`config.mk`:
```
export PLATFORM = sky130hd
export DESIGN_NAME = uart_rx_byte
export DESIGN_NICKNAME = d
export VERILOG_FILES = /design/src/rtl/uart_rx_byte.sv
export SDC_FILE = /design/constraint.sdc
export NUM_CORES = 1
export LEC_CHECK = 0
export ABC_AREA = 1
export CORE_ASPECT_RATIO = 1.2
export CORE_MARGIN = 2
export CORE_UTILIZATION = 35
export DETAILED_ROUTE_END_ITERATION = 10
export PLACE_DENSITY = 0.6
export SETUP_SLACK_MARGIN = 0.15
export SLEW_MARGIN = 5
export SYNTH_ARGS = -nofsm -noshare
export SYNTH_HDL_FRONTEND = slang
export SYNTH_SLANG_ARGS = --single-unit
```
`constraint.sdc`:
```
create_clock -name clk -period 3.7 [get_ports clk]
set_clock_uncertainty 0.15 [all_clocks]
set_input_delay 0.925 -clock clk [delete_from_list [all_inputs] [get_ports clk]]
set_output_delay 0.925 -clock clk [all_outputs]
set_load 0.05 [all_outputs]
```
`src/rtl/uart_rx_byte.sv`:
```
// 16x oversampling UART receiver: 8N1 frames, or 8E1 when UART_RX_PARITY_EN is defined.
// Each good byte is loaded into dataout one clock before a single-cycle datadone strobe.
module uart_rx_byte #(
  parameter int unsigned CLK_FREQ = 50_000_000,
  parameter int unsigned BAUD     = 9600,
  parameter int unsigned DIV      = CLK_FREQ / (BAUD * 16)
) (
  input  logic       clk,
  input  logic       rst_n,
  input  logic       rx,
  output logic [7:0] dataout,
  output logic       datadone,
  output logic       frame_err,
  output logic       parity_err
);

  localparam int unsigned DIV_W = (DIV > 1) ? $clog2(DIV) : 1;
  localparam logic [DIV_W-1:0] DIV_LAST = DIV_W'(DIV - 1);

  typedef enum logic [2:0] {
    IDLE   = 3'd0,
    START  = 3'd1,
    DATA   = 3'd2,
`ifdef UART_RX_PARITY_EN
    PARITY = 3'd3,
`endif
    STOP   = 3'd4
  } state_t;

  state_t           state;
  logic             rx_s1, rx_s2, rx_prev;
  logic [DIV_W-1:0] div_cnt;
  logic [3:0]       os_cnt;
  logic [2:0]       bit_cnt;
  logic [7:0]       shreg;
  logic             done_pend;
  logic             fall_c;
  logic             tick_c;
  logic             par_ok_c;

  assign fall_c = rx_prev & ~rx_s2;
  assign tick_c = (state != IDLE) && (div_cnt == DIV_LAST);

`ifdef UART_RX_PARITY_EN
  logic par_bit;
  assign par_ok_c = ~(^{shreg, par_bit});
`else
  assign par_ok_c   = 1'b1;
  assign parity_err = 1'b0;
`endif

  // Synchroniser, tick divider and frame FSM
  always_ff @(posedge clk or negedge rst_n) begin
    if (!rst_n) begin
      state     <= IDLE;
      rx_s1     <= 1'b1;
      rx_s2     <= 1'b1;
      rx_prev   <= 1'b1;
      div_cnt   <= '0;
      os_cnt    <= '0;
      bit_cnt   <= '0;
      shreg     <= '0;
      done_pend <= 1'b0;
      dataout   <= 8'h00;
      datadone  <= 1'b0;
      frame_err <= 1'b0;
`ifdef UART_RX_PARITY_EN
      par_bit    <= 1'b0;
      parity_err <= 1'b0;
`endif
    end else begin
      rx_s1     <= rx;
      rx_s2     <= rx_s1;
      rx_prev   <= rx_s2;
      frame_err <= 1'b0;
      done_pend <= 1'b0;
      datadone  <= done_pend;
`ifdef UART_RX_PARITY_EN
      parity_err <= 1'b0;
`endif

      // Divider idles at zero so the first tick lands DIV clocks after the start edge
      if (state == IDLE || tick_c) div_cnt <= '0;
      else                         div_cnt <= div_cnt + DIV_W'(1);

      case (state)
        IDLE: begin
          if (fall_c) begin
            state  <= START;
            os_cnt <= '0;
          end
        end
        START: begin
          if (tick_c) begin
            if (os_cnt == 4'd7) begin
              if (rx_s2) begin
                state <= IDLE;
              end else begin
                state   <= DATA;
                os_cnt  <= '0;
                bit_cnt <= '0;
              end
            end else begin
              os_cnt <= os_cnt + 4'd1;
            end
          end
        end
        DATA: begin
          if (tick_c) begin
            os_cnt <= os_cnt + 4'd1;
            if (os_cnt == 4'd15) begin
              shreg   <= {rx_s2, shreg[7:1]};
              bit_cnt <= bit_cnt + 3'd1;
              if (bit_cnt == 3'd7) begin
`ifdef UART_RX_PARITY_EN
                state <= PARITY;
`else
                state <= STOP;
`endif
              end
            end
          end
        end
`ifdef UART_RX_PARITY_EN
        PARITY: begin
          if (tick_c) begin
            os_cnt <= os_cnt + 4'd1;
            if (os_cnt == 4'd15) begin
              par_bit <= rx_s2;
              state   <= STOP;
            end
          end
        end
`endif
        STOP: begin
          if (tick_c) begin
            os_cnt <= os_cnt + 4'd1;
            if (os_cnt == 4'd15) begin
              state <= IDLE;
              // Framing error wins over parity error
              if (!rx_s2) begin
                frame_err <= 1'b1;
              end else if (par_ok_c) begin
                dataout   <= shreg;
                done_pend <= 1'b1;
              end else begin
`ifdef UART_RX_PARITY_EN
                parity_err <= 1'b1;
`endif
              end
            end
          end
        end
        default: state <= IDLE;
      endcase
    end
  end

endmodule
```
==> run metrics <==
synth-to-layout area growth=13.0%; Post-Route WL=3.34 mm; n_diodes=0; Slew headroom=40.7%; DR WL/cell=11.0 µm; First DRT Iteration DRCs=39; DIE AREA=0.00610 mm²; Hold Path Class=reg2reg; initial antenna violation count=0; Post-Syn Area per Cell=8.57 µm²; most common cell after layout, fill and taps aside=nand2_1; vias in the first global route=1390; endpoints failing setup=0; detailed-route vias per instance=4.69; critical path required time=2.62 ns; final core utilization=41.0%; Worst Path Max Fanout=2; largest net degree at the start of global routing=42; first-pass GRT wire length=6.11 mm; DP HPWL=2.42 mm; post-synthesis register bit count=41; Multi-input gate area=748 µm²; Final Cycle Share=68.4%; Clock Tree Buf Depth=2; power per cell area=555 mW/mm²; crit-path max cell delay=0.81 ns; Final ANT Viol Nets=0; I/O Pins=14; worst-margin pin slew=0.890 ns; DRC errors left=0; Clk pwr share=23.9%; crit path time final=2.53 ns; CTS tree=built; internal power=0.744 mW; critical path class=reg2out; share of cells above drive strength 1=10.4%; Die Height=85.1 µm; Max Slew Vio Count=0; Seq. cell area=0.00103 mm²; Syn Inst Count=224; R2R depth=9; Leakage=1.04 nW; Mapped Area=0.00192 mm²; maximum clock rate=395 MHz; Net Sw Frac=38.3%; die width=71.6 µm; # hold bufs at CTS=0; maxcap violations=0; WP data arrival=1.46 ns; hold depth=0; clk sinks=41; later-pin clock latency in the skew report=0.29 ns; gpl congestion=0.783; status=completed; CTS root buffer=clkbuf_8; Initial Utilization=36.3%; RSZ-0062 raised after global routing=no; CP top delay family=buffers and inverters; Clock transition at path regs=0.08 ns; Crit path buffers/inverters=1; most frequent cells in the layout=nand2_1, dfrtp_1, inv_1, o21ai_1; port bufs=12; sequential group share of total power=45.0%; Seq/Total Area, Yosys=53.6%; Net Switching=0.461 mW; setup tns final=0 ns; H-tree depth=2; GRT Total Usage=12.5%; row cnt=29; CP Cell Sequence=clkdlybuf4s50_1; Netlist cell types=27; Hold Fails Final Rpt=0; vias=1421; Fill cells=524; NumNets Final=248; Worst Setup End Kind=output port; Yosys warning total=0; worst setup margin=1.17 ns; Worst Setup Start Kind=flip-flop; Core ar.=0.00530 mm²; Logic pwr share=31.2%; gr ovfl total=0; TritonCTS Buffers=5; syn nets=232; Post-CTS Setup Bufs=0; pre-CTS setup slack=1.49 ns; Worst path slowest cell=clkdlybuf4s50_1; Resize count post-CTS=0; drt first pass iters=4; Max VDD drop=0.277 mV; Crit path depth=1; reg2reg setup slack=1.88 ns
## logic make-up after synthesis
| group | synth area share [%] |
|---|---|
| flip-flops | 53.6 |
| other | 0.195 |
| adder cells (fa/ha/maj) | 3.26 |
| AND/OR/NAND/NOR | 27.1 |
| AO/OA/AOI/OAI | 7.49 |
| buffers and inverters | 7.43 |
| XOR/XNOR | 0.912 |
## cell usage after synthesis (all sizes together)
cell type	number	share of area (%)
nand2	63	13
or2	1	0.33
a21oi	3	0.78
xnor2	1	0.46
nor3	5	1.3
dfrtp	38	50
a31oi	1	0.33
dfstp	3	4.1
nor3b	4	1.6
buf	3	1.6
nand4	2	0.65
conb	1	0.20
ha	5	3.3
inv	30	5.9
nand3b	3	1.4
nor2	19	4.0
xor2	1	0.46
o21ai	23	6.4
nand3	18	5.3
## sequential cells by signal, indices dropped and copies added (netlist names), 3 cells and up
name     flops
dataout      8
bit_cnt      3
shreg        8
div_cnt      9
state        3
os_cnt       4
## through the flow
| stage | cells | power, mW | cell area, µm² | hold slack (ns) |
|---|---|---|---|---|
| 2_1_floorplan | 224 | 0.843 | 1920 | 0.181 |
| 3_3_place_gp | 295 | 0.921 | 2080 | 0.192 |
| 3_5_place_dp | 295 | 0.928 | 2080 | 0.194 |
| 4_1_cts | 303 | 1.22 | 2170 | 0.210 |
| 5_1_grt | 303 | 1.31 | 2170 | 0.215 |
| 6_report | 303 | 1.21 | 2170 | 0.208 |
## power groups by stage
stage                     clock network (mW)  registers [mW]  logic (mW)
after CTS                              0.301           0.542       0.380
after detailed placement                   0           0.550       0.378
after global routing                   0.314           0.551       0.445
after floorplan                            0           0.541       0.302
final                                  0.287           0.542       0.376
after global placement                     0           0.550       0.371
## layer usage
layer	vias up	part of all wire, %	wire [µm]	track usage, %
li1	747	-	-	-
met1	648	48	1610	16.0
met2	20	46	1540	20.4
met3	6	3.8	126	2.85
met4	0	1.9	63	4.97
met5	-	0	0	0
## cell type report
type                       instances  area share (%)
sequential                        41            47.5
tap                               62            3.58
timing repair buffer              12            5.31
clock inverter                     3           0.807
clock buffer                       5            3.17
multi-input combinational        150            34.5
inverter                          30            5.19
## path summary, 6_finish.rpt
path / endpoint / start
max in group asynchronous: shreg[4] / rst_n
worst max-delay path: dataout[3] / dataout[3]
worst min-delay path: rx_s2 / rx_s1
min in group asynchronous: frame_err / rst_n
worst min register to register: rx_s2 / rx_s1
worst max register to register: os_cnt[0] / div_cnt[0]
No activity file was read; power rests on OpenSTA's default activity.
